`config.mk`:
```
export PLATFORM = sky130hd
export DESIGN_NAME = mem_arbiter
export DESIGN_NICKNAME = d
export VERILOG_FILES = /design/src/rtl/mem_arbiter_pkg.sv /design/src/rtl/mem_arbiter.sv
export SDC_FILE = /design/constraint.sdc
export NUM_CORES = 1
export LEC_CHECK = 0
export ABC_AREA = 1
export ABC_CLOCK_PERIOD_IN_PS = 4100
export BUFFER_PORTS_ARGS = -buffer_cell sky130_fd_sc_hd__buf_2
export CAP_MARGIN = 20
export CORE_UTILIZATION = 42
export CTS_BUF_LIST = sky130_fd_sc_hd__clkbuf_8
export DETAILED_ROUTE_END_ITERATION = 8
export GPL_TIMING_DRIVEN = 0
export PLACE_DENSITY = 0.73
export SYNTH_ARGS = -nofsm -noshare
export SYNTH_HDL_FRONTEND = slang
export SYNTH_SLANG_ARGS = --single-unit
```
`constraint.sdc`:
```
create_clock -name clk -period 4.1 [get_ports clk]
set_clock_uncertainty 0.15 [all_clocks]
set_input_delay 0.205 -clock clk [delete_from_list [all_inputs] [get_ports clk]]
set_output_delay 0.205 -clock clk [all_outputs]
set_load 0.02 [all_outputs]
```
`src/rtl/mem_arbiter_pkg.sv`:
```
// Shared constants for the instruction/data memory arbiter.
// State and owner encodings are visible to any stage that decodes them.
package mem_arbiter_pkg;

   localparam int unsigned BE_WIDTH = 4;

   typedef enum logic [1:0] {
      ST_IDLE = 2'd0,
      ST_REQ  = 2'd1,
      ST_WAIT = 2'd2
   } arb_state_e;

   typedef enum logic {
      OWN_DATA = 1'b0,
      OWN_INST = 1'b1
   } owner_e;

endpackage

```
`src/rtl/mem_arbiter.sv`:
```
// Arbitrates the fetch and MEM-stage ports onto one shared bus, one transaction at a time.
// The data port wins ties; completion is a registered one-cycle done pulse with read data.
module mem_arbiter
   import mem_arbiter_pkg::*;
#(
   parameter int unsigned ADDR_WIDTH = 32,
   parameter int unsigned DATA_WIDTH = 32
) (
   input  logic                  clk,
   input  logic                  rst,
   input  logic                  inst_en,
   input  logic [ADDR_WIDTH-1:0] inst_addr,
   output logic [DATA_WIDTH-1:0] inst_rdata,
   output logic                  inst_done,
   input  logic                  data_en,
   input  logic [BE_WIDTH-1:0]   data_write_en,
   input  logic [ADDR_WIDTH-1:0] data_addr,
   input  logic [DATA_WIDTH-1:0] data_write_data,
   output logic [DATA_WIDTH-1:0] data_rdata,
   output logic                  data_done,
   output logic                  stall_req,
   output logic                  bus_req,
   output logic [BE_WIDTH-1:0]   bus_we,
   output logic [ADDR_WIDTH-1:0] bus_addr,
   output logic [DATA_WIDTH-1:0] bus_wdata,
   input  logic                  bus_addr_ok,
   input  logic                  bus_data_ok,
   input  logic [DATA_WIDTH-1:0] bus_rdata
);

   arb_state_e            state_q, state_d;
   owner_e                owner_q, owner_d;
   logic                  bus_req_d;
   logic [BE_WIDTH-1:0]   bus_we_d;
   logic [ADDR_WIDTH-1:0] bus_addr_d;
   logic [DATA_WIDTH-1:0] bus_wdata_d;
   logic                  inst_done_d, data_done_d;
   logic [DATA_WIDTH-1:0] inst_rdata_d, data_rdata_d;
   logic                  complete;

   // A port stays in stall until its done pulse is seen
   assign stall_req = (data_en & ~data_done) | (inst_en & ~inst_done);

   always_ff @(posedge clk or negedge rst) begin
      if (!rst) begin
         state_q    <= ST_IDLE;
         owner_q    <= OWN_DATA;
         bus_req    <= 1'b0;
         bus_we     <= '0;
         bus_addr   <= '0;
         bus_wdata  <= '0;
         inst_done  <= 1'b0;
         data_done  <= 1'b0;
         inst_rdata <= '0;
         data_rdata <= '0;
      end else begin
         state_q    <= state_d;
         owner_q    <= owner_d;
         bus_req    <= bus_req_d;
         bus_we     <= bus_we_d;
         bus_addr   <= bus_addr_d;
         bus_wdata  <= bus_wdata_d;
         inst_done  <= inst_done_d;
         data_done  <= data_done_d;
         inst_rdata <= inst_rdata_d;
         data_rdata <= data_rdata_d;
      end
   end

   // Next state, bus request payload and completion
   always_comb begin
      state_d      = state_q;
      owner_d      = owner_q;
      bus_req_d    = bus_req;
      bus_we_d     = bus_we;
      bus_addr_d   = bus_addr;
      bus_wdata_d  = bus_wdata;
      inst_done_d  = 1'b0;
      data_done_d  = 1'b0;
      inst_rdata_d = inst_rdata;
      data_rdata_d = data_rdata;
      complete     = 1'b0;

      case (state_q)
         ST_IDLE: begin
            // done=1 masks the port so a held enable is not re-granted in its done cycle
            if (data_en && !data_done) begin
               state_d     = ST_REQ;
               owner_d     = OWN_DATA;
               bus_req_d   = 1'b1;
               bus_we_d    = data_write_en;
               bus_addr_d  = data_addr;
               bus_wdata_d = data_write_data;
            end else if (inst_en && !inst_done) begin
               state_d     = ST_REQ;
               owner_d     = OWN_INST;
               bus_req_d   = 1'b1;
               bus_we_d    = '0;
               bus_addr_d  = inst_addr;
               bus_wdata_d = '0;
            end
         end
         ST_REQ: begin
            if (bus_addr_ok) begin
               bus_req_d   = 1'b0;
               bus_we_d    = '0;
               bus_addr_d  = '0;
               bus_wdata_d = '0;
               if (bus_data_ok) begin
                  state_d  = ST_IDLE;
                  complete = 1'b1;
               end else begin
                  state_d  = ST_WAIT;
               end
            end
         end
         ST_WAIT: begin
            if (bus_data_ok) begin
               state_d  = ST_IDLE;
               complete = 1'b1;
            end
         end
         default: state_d = ST_IDLE;
      endcase

      if (complete) begin
         if (owner_q == OWN_DATA) begin
            data_done_d  = 1'b1;
            data_rdata_d = bus_rdata;
         end else begin
            inst_done_d  = 1'b1;
            inst_rdata_d = bus_rdata;
         end
      end
   end

endmodule

```
==> Yosys cells after proc, flatten, opt, wreduce, memory -nomap -nowiden <==
Index checks and enable logic that the tools add are counted.
W data, S select, Z words.
{ "classes": {"n_eq_ne": 5, "muxes": 29, "n_bitwise": 6, "reduce_logical": 12} }
{ "ops": {"columns": ["op", "count"], "rows": [
  ["$mux W32", 5],
  ["$pmux W32 S2", 2],
  ["$mux W4", 3],
  ["$mux W1", 10],
  ["$mux W2", 5],
  ["$pmux W4 S2", 1],
  ["$pmux W2 S3", 1],
  ["$reduce_and A2 Y1", 3],
  ["$reduce_and A3 Y1", 2],
  ["$ne A2 B2 Y1 const B", 2],
  ["$pmux W1 S2", 2],
  ["$reduce_bool A2 Y1", 2],
  ["$ne A3 B3 Y1 const B", 1],
  ["$not A1 Y1", 3],
  ["$and A1 B1 Y1", 2],
  ["$eq A2 B1 Y1 const B", 1],
  ["$eq A2 B2 Y1 const B", 1],
  ["$logic_and A1 B1 Y1", 2],
  ["$logic_not A1 Y1", 2],
  ["$logic_not A2 Y1", 1],
  ["$or A1 B1 Y1", 1]
]} }
{ "totals": {"ff_bits": 138, "inputBits": 138, "wordCells": 62} }

==> Longest topological paths before layout <==
{ "depth": {"word_depth": 5, "ltp_mapped": 10, "ltp_nobuf": 8} }

==> Worst setup path after synthesis <==
No wires, ideal clock.
{ "synth_path": {"kind": "register to register", "startpoint": "register state_q[0]", "endpoint": "register bus_wdata[10]", "setup_ns": 0.131, "arrival_time_ns": 1.263, "t_required_ns": 3.819, "setup_slack_ns": 2.556, "stages_incl_launch_ff": 9, "path_cell_list": "dfrtp_1 -> inv_1 -> ha_1 -> inv_1 -> o21ai_1 -> nand2_2 -> buf_2 -> nand2_1 -> o21ai_0"} }
{ "synth_via": {"elab_chain_len": 3} }
{ "synth_lines": {"columns": ["element", "line", "rtl"], "rows": [
  ["start, declared", "mem_arbiter.sv:31", "arb_state_e state_q, state_d;"],
  ["start signal, assigned", "mem_arbiter.sv:57", "state_q <= state_d;"],
  ["$eq A2 B1 Y1 / $logic_not A2 Y1 (equally long branches)", "mem_arbiter.sv:84", "case (state_q)"],
  ["$ne A2 B2 Y1 (no source line), or another cell as far along", null, null],
  ["$reduce_and A3 Y1 (no source line)", null, null],
  ["end signal, assigned", "mem_arbiter.sv:62", "bus_wdata <= bus_wdata_d;"],
  ["end, declared", "mem_arbiter.sv:25", "output logic [DATA_WIDTH-1:0] bus_wdata,"]
]} }
Parallel ways exist; a longest one is shown, timed or not.
A chain may end at the register's enable or synchronous reset.

==> Worst setup path after layout <==
{ "layout_path": {"startpoint": "register data_done", "endpoint": "register bus_addr[26]"} }
{ "layout_via": {"elab_chain_len": 4} }
{ "layout_lines": {"columns": ["element", "line", "rtl"], "rows": [
  ["start, declared", "mem_arbiter.sv:20", "output logic data_done,"],
  ["start signal, assigned", "mem_arbiter.sv:64", "data_done <= data_done_d;"],
  ["$logic_not A1 Y1 (*)", "mem_arbiter.sv:87", "if (data_en && !data_done) begin"],
  ["$logic_and A1 B1 Y1 (*)", "mem_arbiter.sv:87", null],
  ["$ne A3 B3 Y1 (no source line) / $mux W32 (equally long branches)", null, null],
  ["$reduce_and A3 Y1 (no source line) / $pmux W32 S2 (equally long branches)", null, null],
  ["end signal, assigned", "mem_arbiter.sv:61", "bus_addr <= bus_addr_d;"],
  ["end, declared", "mem_arbiter.sv:24", "output logic [ADDR_WIDTH-1:0] bus_addr,"]
]} }
Mark *: on every way between the ends. The rest lies on a longest branch, timed or not.

==> summary.txt <==
Vias/cell: 4.853
TritonCTS Buffers: 17
Final GP Congestion: 0.8106
first-pass GRT wire length: 31.49 mm
Routed WL per cell: 14.86 microns
Top FF cell, synth: dfrtp_1
register area share after synthesis: 59.14%
Cell Area, Synth: 5839 sq um
fill cell count: 1,019
I/O Buffers: 273
Remaining DRCs: 0
Worst EP required: 4.34 ns
Yosys top cell by area: dfrtp_1
Worst Path Arrival: 2.34 ns
gr usage total: 28.18%
Mean Syn Cell Area: 8.178 sq um
max frequency: 477.8 MHz
Synth area leaders: dfrtp_1, nand2_1, inv_1
clk root buf: clkbuf_8
largest net degree at the start of global routing: 88
total congestion overflow: 0
vias in the first global route: 6,524
fin. max-slew vios: 0
Relative slew margins: 65.31%
Leak Pwr: 5.444 nW
crit-path max FO: 10
clk_lat worst skew: 0.45 ns
Critical Path Max Stage Delay: 0.59 ns
asr flop ratio synth: 100.0%
Worst Path Buf+Inv: 3
area occupied by multi-input gates: 1998 sq um
crit-path cells: inv_2 -> nand2_4 -> clkbuf_1 -> nand2_1 -> nand2_1 -> dlygate4sd3_1 -> nand3_1 -> nand2_1
setup total negative slack: 0 ns
RSZ-0062 raised after global routing: false
Crit. End Element: register
final instance area: 9268 sq um
final worst slack: 2.007 ns
most common cell in the synthesized netlist: nand2_1
Tcrit/Tclk final: 51.04%
Ports: 274
initial antenna violation count: 0
area post-placement: 7460 sq um
Pwr Total: 6.579 mW
critical path's most frequent cell: nand2_1
run status: finished clean
Mapped Cells: 714
CTS sink cnt: 138
#FFs+latches synth: 138
pwr/cell area: 709.9 nW/um^2
worst vdd ir: 465.8 uV
Die ar.: 14,380 sq um
Routed Antenna Nets: 0
Util after Layout: 69.16%
Initial Util: 43.58%
Post-synth EDFFs: 0
Final nets: 1,282
setup violators final: 0
via count: 6,449
Core ar.: 13,400 sq um
num rows: 42
Clk pwr share: 19.9%
area share of the largest cell type after synthesis: 59.14%
Ys Warns: 0
wirelength, routed: 19.75 mm
sequential cell area: 3453 sq um
Hold Vio Cnt, Final: 0
fin crit period: 2.093 ns
htree depth: 4
Netlist cell types: 17
CP top delay family: buffers and inverters
post-CTS resize count: 0
max_cap viols: 0
ANT cells: 0
Clock transition at path regs: 0.08 ns
type of origin of the critical path: register
Die Y: 119.9 microns
Psw: 2.837 mW
TritonCTS clock tree: yes
actual slew at the worst max-slew pin: 0.5204 ns
Internal Power: 3.741 mW
Syn Nets: 855
combinational fraction of design power: 45.5%
area delta synth->final: 58.71%
clk buf depth: 2
Synth top cells by count: nand2_1, dfrtp_1, inv_1
Critical-path top delay cell: dlygate4sd3_1
initial drt markers: 390
Die Width: 119.9 microns
layout cell share with drive strength beyond 1: 29.92%
DP Worst Slack: 2.271 ns
Seq pwr share: 34.6%
switching share of total power: 43.13%
Hold WC Path Type: in2reg
TritonRoute pass-1 iters: 5
DP HPWL: 12.18 mm
Setup CP Type: reg2reg
-- layer usage --
metal / global-route usage, % / vias to the layer above / share of wire (%)
li1: - / 3023 / -
met1: 32.36 / 3023 / 39
met2: 49.28 / 342 / 50
met3: 6.892 / 61 / 8.0
met4: 12.89 / 0 / 3.0
met5: 0 / - / 0
-- kinds of logic (layout without fill, tap and decap cells) --
kind of cell	count (synthesis)	after routing	share of synthesized area, %
fa+ha+maj	3	3	0.6429
buf+inv	89	528	6.642
simple gates	442	442	29.98
compound gates	42	42	3.600
flops	138	138	59.14
-- final timing paths --
path	from	to	slack, ns	depth (start not counted)
worst min register to register	bus_addr[31]$_DFFE_PN0P_	bus_addr[31]$_DFFE_PN0P_	0.33	2
max in group asynchronous	rst	bus_addr[31]$_DFFE_PN0P_	2.85	3
min in group asynchronous	rst	data_rdata[23]$_DFFE_PN0P_	0.14	2
worst max register to register	data_done$_DFF_PN0_	bus_addr[26]$_DFFE_PN0P_	2.01	8
worst min-delay path	inst_en	owner_q$_DFFE_PN0P_	0.03	5
worst max-delay path	data_done$_DFF_PN0_	bus_addr[26]$_DFFE_PN0P_	2.01	8
-- final cells by class --
cell class	instances	area share [%]
Clock buffer	20	2.970
Tap cell	176	2.376
Timing Repair Buffer	408	29.58
Multi-Input combinational cell	487	21.56
Buffer	35	1.998
Sequential cell	138	37.26
Clock inverter	11	2.066
Inverter	54	2.187
-- timing repair --
item / in CTS / in global routing
buffers inserted: 0 / 0
hold endpoints to repair: 185 / 0
hold buffers: 134 / 0
-- tightest hold or removal path: stages --
cell,delay [ns]
buf_2,0.09
nand2_1,0.10
o21ai_0,0.08
o21ai_0,0.07
inv_1,0.04
-- metrics by stage --
stage               std cells  hold WS (ns)
CTS                      1329      0.005025
global route             1329       0.05060
finish                   1329       0.02875
floorplan                 714       -0.2406
global placement         1163        0.2636
detailed placement       1164       0.04003
-- power groups by stage --
stage	clock network (mW)	logic, mW	registers (mW)
after global placement	0	2.76	2.26
after global routing	1.38	3.26	2.34
final	1.31	2.99	2.28
after floorplan	0	1.06	2.98
after CTS	1.32	2.97	2.26
after detailed placement	0	2.84	2.27
-- layout by cell type, fill, tap and decap left out --
| cell | count |
|---|---|
| a21oi_1 | 1 |
| buf_16 | 1 |
| buf_2 | 294 |
| buf_4 | 7 |
| buf_6 | 1 |
| bufinv_16 | 5 |
| clkbuf_1 | 6 |
| clkbuf_8 | 20 |
| clkinv_2 | 2 |
| clkinvlp_4 | 3 |
| dfrtp_1 | 138 |
| dlygate4sd3_1 | 134 |
| ha_1 | 3 |
| inv_1 | 50 |
| inv_2 | 4 |
| inv_6 | 1 |
| nand2_1 | 398 |
| nand2_2 | 3 |
| nand2_4 | 1 |
| nand3_1 | 34 |
| nand3_2 | 1 |
| nand3_4 | 2 |
| nor2_1 | 3 |
| o21ai_0 | 36 |
| o21ai_1 | 5 |
-- registers in the layout, indices dropped and copies added (netlist names) --
signal and count:
bus_addr 32, bus_wdata 32, data_rdata 32, inst_rdata 32, bus_we 4, state_q 2
bus_req 1, data_done 1, inst_done 1, owner_q 1
Power figures use the tool's default switching activity.
